===== src/rtl/dsp_mac_sequencer.sv =====
// rtl/dsp_mac_sequencer.sv - drives one DSP48A1 slice through an N-term signed multiply-accumulate
module dsp_mac_sequencer #(
  parameter int A_W      = 18,
  parameter int B_W      = 18,
  parameter int LEN_W    = 8,
  parameter int PIPE_LAT = 4,
  parameter int OPM_DLY  = 2
) (
  input  logic             clk,
  input  logic             rst,
  input  logic             start,
  input  logic [LEN_W-1:0] len,
  input  logic             abort,
  input  logic             in_valid,
  output logic             in_ready,
  input  logic [A_W-1:0]   a_in,
  input  logic [B_W-1:0]   b_in,
  output logic [A_W-1:0]   dsp_a,
  output logic [B_W-1:0]   dsp_b,
  output logic [7:0]       dsp_opmode,
  output logic             dsp_ce,
  output logic             dsp_rstp,
  input  logic [47:0]      dsp_p,
  output logic             busy,
  output logic             res_valid,
  output logic [47:0]      res_data
);

  localparam int DCNT_W = $clog2(PIPE_LAT + 1);

  // OPMODE encodings: X=OPMODE[1:0] (01 = M), Z=OPMODE[3:2] (10 = P)
  localparam logic [7:0] OPM_FIRST = 8'h01;  // P = M
  localparam logic [7:0] OPM_ACC   = 8'h09;  // P = P + M
  localparam logic [7:0] OPM_HOLD  = 8'h08;  // P = P

  typedef enum logic [1:0] {
    S_IDLE,
    S_RUN,
    S_DRAIN,
    S_RESULT
  } state_t;

  state_t                  r_state;
  state_t                  w_state_nxt;
  logic [LEN_W-1:0]        r_cnt;
  logic [LEN_W-1:0]        w_cnt_nxt;
  logic [DCNT_W-1:0]       r_dcnt;
  logic [DCNT_W-1:0]       w_dcnt_nxt;
  logic                    r_first;
  logic                    w_first_nxt;
  logic [47:0]             r_res_data;
  logic [47:0]             w_res_data_nxt;
  logic [OPM_DLY-1:0][7:0] r_opm;
  logic [7:0]              w_opm_in;
  logic                    w_beat;

  assign res_data   = r_res_data;
  assign dsp_opmode = r_opm[OPM_DLY-1];

  // State and job bookkeeping registers
  always_ff @(posedge clk or posedge rst) begin
    if (rst) begin
      r_state    <= S_IDLE;
      r_cnt      <= '0;
      r_dcnt     <= '0;
      r_first    <= 1'b0;
      r_res_data <= '0;
    end else begin
      r_state    <= w_state_nxt;
      r_cnt      <= w_cnt_nxt;
      r_dcnt     <= w_dcnt_nxt;
      r_first    <= w_first_nxt;
      r_res_data <= w_res_data_nxt;
    end
  end

  // OPMODE delay line, stepped with the slice so each opmode stays paired with its operand
  always_ff @(posedge clk or posedge rst) begin
    if (rst) begin
      r_opm <= '0;
    end else if (dsp_ce) begin
      r_opm[0] <= w_opm_in;
      for (int i = 1; i < OPM_DLY; i++) begin
        r_opm[i] <= r_opm[i-1];
      end
    end
  end

  // Next-state logic and slice control outputs
  always_comb begin
    w_state_nxt    = r_state;
    w_cnt_nxt      = r_cnt;
    w_dcnt_nxt     = r_dcnt;
    w_first_nxt    = r_first;
    w_res_data_nxt = r_res_data;
    w_opm_in       = OPM_HOLD;
    w_beat         = 1'b0;
    in_ready       = 1'b0;
    busy           = 1'b0;
    res_valid      = 1'b0;
    dsp_ce         = 1'b0;
    dsp_a          = '0;
    dsp_b          = '0;
    // P/M sync reset tracks the async reset so the slice is clean after power-up
    dsp_rstp       = rst;

    case (r_state)
      S_IDLE: begin
        if (start) begin
          if (len != '0) begin
            w_state_nxt = S_RUN;
            w_cnt_nxt   = len;
            w_first_nxt = 1'b1;
            dsp_rstp    = 1'b1;
          end else begin
            w_state_nxt    = S_RESULT;
            w_res_data_nxt = '0;
          end
        end
      end

      S_RUN: begin
        busy     = 1'b1;
        in_ready = 1'b1;
        // A bubble drops CE so the whole slice pipeline and the opmode line freeze together
        dsp_ce   = in_valid;
        dsp_a    = a_in;
        dsp_b    = b_in;
        w_opm_in = r_first ? OPM_FIRST : OPM_ACC;
        w_beat   = in_valid & ~abort;
        if (abort) begin
          w_state_nxt = S_IDLE;
        end else if (w_beat) begin
          w_first_nxt = 1'b0;
          w_cnt_nxt   = r_cnt - 1'b1;
          if (r_cnt == LEN_W'(1)) begin
            w_state_nxt = S_DRAIN;
            w_dcnt_nxt  = DCNT_W'(PIPE_LAT);
          end
        end
      end

      S_DRAIN: begin
        busy     = 1'b1;
        dsp_ce   = 1'b1;
        w_opm_in = OPM_HOLD;
        if (abort) begin
          w_state_nxt = S_IDLE;
        end else if (r_dcnt == '0) begin
          w_res_data_nxt = dsp_p;
          w_state_nxt    = S_RESULT;
        end else begin
          w_dcnt_nxt = r_dcnt - 1'b1;
        end
      end

      S_RESULT: begin
        busy        = 1'b1;
        res_valid   = 1'b1;
        w_state_nxt = S_IDLE;
      end

      default: begin
        w_state_nxt = S_IDLE;
      end
    endcase
  end

endmodule


===== config.mk =====
export PLATFORM = sky130hd
export DESIGN_NAME = dsp_mac_sequencer
export DESIGN_NICKNAME = d
export VERILOG_FILES = /design/src/rtl/dsp_mac_sequencer.sv
export SDC_FILE = /design/constraint.sdc
export NUM_CORES = 1
export LEC_CHECK = 0
export ABC_AREA = 0
export CAP_MARGIN = 20
export CORE_AREA = 5 5 111 113
export DETAILED_ROUTE_END_ITERATION = 10
export DIE_AREA = 0 0 116 118
export PLACE_DENSITY = 0.72
export REMOVE_ABC_BUFFERS = 1
export SYNTH_ARGS = -nofsm -noshare
export SYNTH_HDL_FRONTEND = slang
export SYNTH_SLANG_ARGS = --single-unit

===== constraint.sdc =====
create_clock -name clk -period 3 [get_ports clk]
set_clock_uncertainty 0.15 [all_clocks]
set_input_delay 0.6 -clock clk [delete_from_list [all_inputs] [get_ports clk]]
set_output_delay 0.6 -clock clk [all_outputs]
set_load 0.01 [all_outputs]

# --- After elaboration in Yosys (flattened, before gate mapping) ---
# Cells that the tools add are included.
word_totals:
  ff_bits: 78
  input_bits: 97
classes:
  n_addsub: 2
  eq_ne: 16
  muxes: 40
  bitwise: 2
  reduce_logical: 11
op_table:
  columns: ["operator", "n"]
  rows:
  - ["2-to-1 mux 48 bit", 4]
  - ["one-hot mux 48 bit (2 select lines)", 1]
  - ["2-to-1 mux 18 bit", 2]
  - ["2-to-1 mux 8 bit", 4]
  - ["inequality test 2 bit (second input constant)", 9]
  - ["one-hot mux 8 bit (2 select lines)", 1]
  - ["2-to-1 mux 3 bit", 5]
  - ["2-to-1 mux 2 bit", 7]
  - ["2-to-1 mux 1 bit", 10]
  - ["AND reduction 5 bit", 2]
  - ["inequality test 3 bit (second input constant)", 3]
  - ["equality test 8 x 1 -> 1 bit (second input constant)", 1]
  - ["2-to-1 mux 4 bit", 2]
  - ["one-hot mux 2 bit (4 select lines)", 1]
  - ["nonzero test 8 bit", 1]
  - ["subtractor 8 x 1 -> 8 bit (second input constant)", 1]
  - ["one-hot mux 3 bit (2 select lines)", 1]
  - ["AND reduction 6 bit", 1]
  - ["nonzero test 2 bit", 3]
  - ["equality test 2 bit (second input constant)", 2]
  - ["one-hot mux 1 bit (2 select lines)", 2]
  - ["AND reduction 4 bit", 1]
  - ["zero test 3 bit", 1]
  - ["OR reduction 3 bit", 1]
  - ["other kinds (5)", 5]

# --- Depth between registers and ports, before layout ---
logic_depth:
  depth_word: 5
  mapped_depth: 9
  ltp_nobuf: 6

# --- Worst setup path after synthesis ---
# OpenSTA, ideal clock, no wires.
synth_timing:
  kind: "input-to-output"
  from: "input port rst"
  to: "output port dsp_rstp"
  arrival_time_ps: 2266
  t_required_ps: 2250
  slack_ps: -16
  stages: 2
  n_path_buf: 0
  path_cell_list: "inv_1 -> nand2_1"
synth_between:
  elab_chain_cells: 3
synth_rtl:
  columns: ["item", "line_no", "source"]
  rows:
  - ["from (decl)", "10", "input logic rst,"]
  - ["2-to-1 mux 1 bit", "110", "if (len != '0) begin"]
  - ["2-to-1 mux 1 bit", "109", "if (start) begin"]
  - ["2-to-1 mux 1 bit *", "107", "case (r_state)"]
  - ["to (decl)", "22", "output logic dsp_rstp,"]
# Mark *: on every way between the ends. The rest lies on a longest branch, timed or not.

# --- Final worst setup path ---
layout_timing:
  from: "register r_state[1]"
  to: "output port dsp_a[10]"
layout_between:
  elab_chain_cells: 2
layout_rtl:
  columns: ["item", "line_no", "source"]
  rows:
  - ["from (decl)", "43", "state_t r_state;"]
  - ["from (signal assigned)", "69", "r_state <= w_state_nxt;"]
  - ["equality test 2 x 1 -> 1 bit", "107", null]
  - ["2-to-1 mux 18 bit", "107", null]
  - ["to (decl)", "18", "output logic [A_W-1:0] dsp_a,"]
# Every way passes these cells.

==> qor.yml <==
post_synth_main_area_contributors: "dfrtp_1 (38%), a221o_1 (11%), nand2b_1 (7.7%)"
initial_utilization: 0.392
via_count_of_the_routed_design: 4481
drt_first_iter_violations: 354
detail_route.drc_violations: 0
first_pass_iters: 5
rsz0062_at_grt: "false"
global_route.overflow_total: 0
power.ir.vdd_worst_uv: 461
final_weighted_congestion_of_routability_driven_global_placement: 0.886
die-height_um: 118
wirelength_mm: 14.5
worstPathBufferInverterCount: 3
worstReg2RegStart: "r_state[0]$_DFFE_PP0P_"
worstSetupEndpointType: "output pin"
endpoint_of_the_most_critical_register_to_register_path: "r_state[1]$_DFFE_PP0P_"
timing.hold.worst.class: "flip-flop to flip-flop"
netlist-cell-type-count: 41
timing_worst_slew_pin_value_ps: 863
numPlacedInstances: 782
number_of_antenna_violations_at_the_first_check_in_global_routing: 0
num-nets-final: 756
dominant_combinational_cell_family_by_area_after_synthesis: "compound AO/OA/AOI/OAI gates"
setup-tns-final_ps: 0
ys_seq_elements: 66
areaGrowthSynthToFinish_pct: 51.6
cp-endpoint: "dsp_a[10]"
critPathLaunch: "r_state[1]$_DFFE_PP0P_"
postSynthCellCount: 483
layout_setup_ws_ps: 111
syn_area_sq_mm: 0.00440
antennaDiodeCount: 0
fin_cells: 797
post_cts_sizing: 0
setup_viol: 0
minimum_period_implied_by_the_final_worst_setup_slack_ps: 2890
cts.root.buffer_cell: "clkbuf_16"
cp_data_arrival_time_ps: 2140
timing.max_slew.rel_slack: 0.425
cts_htree_levels: 3
count_of_input_and_output_buffers: 187
power.sequential.fraction: 0.249
cts_tree: "yes"
cts.clk_slew.worst_paths_ps: 50
synth.top_cell.area_share: 0.375
cts.sinks: 66
cts_inserted_buffers: 9
area_enclosed_by_the_die_boundary_sq_mm: 0.0137
register_to_register_setup_slack_ps: 610
multi_input_area_sq_mm: 0.00250
net-switching-power_w: 0.00252
number_of_inserted_filler_cells_in_the_final_layout: 1000
fmax_ghz: 0.346
design.core.area_sq_mm: 0.0112
r2r_cells: 7
dieWidth_um: 116
comb_power_share: 0.585
track_usage: 0.209
async_reset_ff_frac: 1.00
timing.final.hold_violations: 0
post_synth_xor_area_fraction: 0
crit_path_max_fanout: 54
synth_simple_gate_area_share: 0.237
via_count_of_the_first_global_routing_pass: 4588
crit_family: "buffers and inverters"
grt_max_degree: 81
yosys_most_used_dff: "dfrtp_1"
internal-power_w: 0.00375
synth.yosys.warnings: 0
hpwlAfterDp_mm: 10.0
worstPathCellList: "inv_1, ha_1, buf_12, and2_1, clkdlybuf4s50_1"
drive_above_1_share: 0.0627
synth-compound-area-share: 0.272
leakagePower_nw: 2.63
synth.avg_cell_area_sq_um: 9.12
number_of_synthesized_flops_with_an_enable_pin: 0
dpl-instance-area_sq_mm: 0.00639
yosys-mux-area-fraction: 0.0216
cts_setup_buffers: 0
worst_ep_required_time_ps: 2250
maxCapViolations: 0
register_cell_area_after_layout_sq_mm: 0.00165
synth_seq_area_share: 0.375
post_synth_fa_ha_maj_area_fraction: 0.0256
placementRows: 39
detail_route.vias_per_cell: 5.62
path_depth: 5
max-clock-path-buffers: 2
worstSkewPairLatency_ps: 320
post-synth-top-area-cell: "dfrtp_1"
final_max_slew_viols: 0
hold_buffers: 0
design_power_total_w: 0.00627
worst_path_max_delay_cell: "clkdlybuf4s50_1"
stdcell_area_sq_mm: 0.00668
clkPwrFrac: 0.166
run_status: "completed"
timing.final.crit_share: 0.963
max_stage_delay_ps: 550
powerDensity_mw_per_mm2: 939
path_class: "flip-flop to output pin"
swShare: 0.401
preCtsSetupSlack_ps: 116
grt_first_pass_wirelength_mm: 23.5
startpoint_type: "flip-flop"
final_antenna_net_count: 0
floorplan.io_pins: 194
avgRoutedWirePerCell_um: 18.2
state kept, by name, indices dropped and copies added (netlist names):
name and cells:
dsp_opmode 2, r_state 2, res_data 48, r_dcnt 3, r_cnt 8, r_opm 2, r_first 1
power by group through the flow:
stage               Sequential (W)  Combinational [W]  Clock [W]
floorplan                  0.00160            0.00191          0
global placement           0.00155            0.00359          0
detailed placement         0.00156            0.00368          0
CTS                        0.00156            0.00370    0.00106
global route               0.00161            0.00399    0.00111
finish                     0.00156            0.00367    0.00104
layer usage:
layer  up-vias  track usage  part of all wire
li1       2117            -                 -
met2       170        0.342              0.50
met4         0       0.0566             0.021
met1      2166        0.273              0.43
met3        28       0.0509             0.057
met5         -            0                 0
worst min-delay path by stage:
stage | start | slack (ps) | endpoint | cells after the start
floorplan | r_first$_DFFE_PP0P_ | 290 | r_opm[3]$_DFFE_PP0P_ | 1
global placement | r_first$_DFFE_PP0P_ | 310 | r_opm[3]$_DFFE_PP0P_ | 1
detailed placement | r_first$_DFFE_PP0P_ | 310 | r_opm[3]$_DFFE_PP0P_ | 1
CTS | r_first$_DFFE_PP0P_ | 320 | r_opm[3]$_DFFE_PP0P_ | 1
global route | r_first$_DFFE_PP0P_ | 330 | r_opm[3]$_DFFE_PP0P_ | 1
finish | r_first$_DFFE_PP0P_ | 320 | r_opm[3]$_DFFE_PP0P_ | 1
synth_stat cells (2+ instances only):
cell type  count
dfrtp_1       66
nand2b_1      54
a21oi_1       53
nand3_1       52
a221o_1       48
and2_1        38
clkbuf_1      36
a22o_1        20
inv_1         12
nand2_1       12
ha_1           9
a211oi_1       8
buf_4          8
a31oi_1        5
mux2i_1        5
nor3_1         5
o21ai_0        5
buf_2          4
mux2_2         4
o32ai_1        4
a211o_1        3
a21o_1         3
buf_6          3
or3_1          3
and3_1         2
nor2_1         2
nor2b_1        2
nor3b_1        2
nor4_4         2
o21bai_1       2
through the flow:
step	utilization	hold slack, ps
2_1_floorplan	-	286
3_3_place_gp	0.570	313
3_5_place_dp	0.570	313
4_1_cts	0.595	321
5_1_grt	0.595	332
6_report	0.595	318
worst reg2reg max path, stage by stage, from the launching register on:
cell,delay (ps)
dfrtp_1,410
inv_1,170
ha_4,180
buf_4,530
nand2b_1,170
o22ai_1,140
o21bai_1,170
mux2_2,360
cell usage in the layout, fill, tap and decap left out, types with 8 or more instances in the layout:
cell,n
a221o_1,48
a22o_1,20
a21oi_1,53
and2_1,38
nand2b_1,54
buf_4,14
a211oi_1,8
nand3_1,52
clkdlybuf4s50_1,187
inv_1,11
clkbuf_16,9
nand2_1,12
dfrtp_1,66
logic make-up (layout without fill, tap and decap cells):
group,count (synthesis),after routing
AND/OR/NAND/NOR,178,178
adder cells (fa/ha/maj),9,9
flip-flops,66,66
multiplexers,9,9
other,1,6
buffers and inverters,64,230
AO/OA/AOI/OAI,156,156
cell type report:
class,instances,area share
clock buffers,12,0.0369
clock inverters,3,0.00599
inverters,12,0.00674
multi-input cells,358,0.374
flip-flops and latches,66,0.247
well taps,143,0.0268
repair buffers,203,0.302
No activity file was read; power rests on OpenSTA's default activity.
==> variant (same flow settings) <==
Reset style: synchronous (`rst`), changed in 2 clocked blocks. Comments in the files are not updated.
--- a/src/rtl/dsp_mac_sequencer.sv
+++ b/src/rtl/dsp_mac_sequencer.sv
@@ -59,5 +59,5 @@
 
   // State and job bookkeeping registers
-  always_ff @(posedge clk or posedge rst) begin
+  always_ff @(posedge clk) begin
     if (rst) begin
       r_state    <= S_IDLE;
@@ -76,5 +76,5 @@
 
   // OPMODE delay line, stepped with the slice so each opmode stays paired with its operand
-  always_ff @(posedge clk or posedge rst) begin
+  always_ff @(posedge clk) begin
     if (rst) begin
       r_opm <= '0;
Function: differs if rst is asserted again (counterexample within 4 cycles, from zero or initial values and one cycle with rst high); with rst held inactive, the same outputs for 10 cycles.
==> variant against the original RTL <==
  * Final area shrank 18%
  * Highest routed layer unchanged
  * Sequential cell count is the same
  * Total power shrank 55%
  * First-iteration DRC count shrank 73%
  * Setup slack gained 0.049 ns
  * Register-to-register slack gained 0.22 ns
  * Wire length shrank 30%
  * Synthesized area shrank 30%
==> variant: results (changes against the original RTL) <==
[metrics] cell total after placement: 635 (was 782)
[metrics] final wirelength: 10160 um (was 14470 um)
[metrics] Buffers excl. clock: 202 (was 203)
[metrics] start point of the worst hold path: r_first$_SDFFE_PP0P_ (was r_first$_DFFE_PP0P_)
[metrics] final weighted congestion in routability-driven placement: 0.8563 (was 0.8855)
[metrics] Worst-Margin Slew: 0.6866 ns (was 0.8631 ns)
[metrics] worst hold-check slack: 0.3168 ns (was 0.3176 ns)
[metrics] drt first-iter violations: 96 (was 354)
[metrics] global routing usage on met2: 23.13% (was 34.24%)
[metrics] leakage power summed over all cells: 2.111 nW (was 2.628 nW)
[metrics] power density over cell area: 518.7 nW/um^2 (was 938.8 nW/um^2)
[metrics] ys flop type: sky130_fd_sc_hd__dfxtp_1 (was sky130_fd_sc_hd__dfrtp_1)
[metrics] fraction of layout instances using a drive strength above 1: 7.859% (was 6.269%)
[metrics] leading cell types by total area after synthesis: sky130_fd_sc_hd__dfxtp_1 (43%), sky130_fd_sc_hd__a22o_1 (14%), sky130_fd_sc_hd__and2_1 (7.4%), sky130_fd_sc_hd__ha_1 (3.7%), sky130_fd_sc_hd__a21oi_1 (2.9%) (was sky130_fd_sc_hd__dfrtp_1 (38%), sky130_fd_sc_hd__a221o_1 (11%), sky130_fd_sc_hd__nand2b_1 (7.7%), sky130_fd_sc_hd__a21oi_1 (6.0%), sky130_fd_sc_hd__nand3_1 (5.9%))
[metrics] crit path DAT: 2.09 ns (was 2.14 ns)
[metrics] largest net degree at the start of global routing: 49 (was 81)
[metrics] delay of the slowest cell on the worst path: 0.48 ns (was 0.55 ns)
[metrics] first-pass GRT wire length: 15560 um (was 23520 um)
[metrics] DP Area: 5107 um^2 (was 6392 um^2)
[metrics] run status: complete, no violations (unchanged)
[metrics] detail-routed via count per cell: 4.799 (was 5.622)
[metrics] HPWL after detailed placement: 7697 um (was 10030 um)
[metrics] mean area per synthesized cell: 9.720 um^2 (was 9.118 um^2)
[metrics] switching portion of total power: 26.33% (was 40.13%)
[metrics] startpoint of the worst register-to-register path: r_state[0]$_SDFFE_PP0P_ (was r_state[0]$_DFFE_PP0P_)
## variant: cell count changes after synthesis, sizes merged, moves of 7 or more
| cell | before | now |
|---|---|---|
| a211oi | 8 | 1 |
| a21oi | 53 | 18 |
| a221o | 48 | 1 |
| a22o | 20 | 48 |
| clkbuf | 36 | 15 |
| dfrtp | 66 | 0 |
| dfxtp | 0 | 66 |
| nand2b | 54 | 14 |
| nand3 | 52 | 7 |
| nor2 | 2 | 9 |
## variant: worst max-delay path: cells and delay by family
family | cells | cell delay [ns]
AOI/OAI and AO/OA | 1 | 0.17
buffers and inverters | 2 | 0.95
and+or+nand+nor | 2 | 0.37
## variant: cells by family after synthesis
group / count (synthesis) / share of synthesized area [%]
AND/OR/NAND/NOR: 95 / 19.04
other: 1 / 0.1225
flip-flops: 66 / 43.15
adder cells (fa/ha/maj): 9 / 3.678
AO/OA/AOI/OAI: 98 / 25.62
multiplexers: 5 / 1.676
buffers and inverters: 41 / 6.702
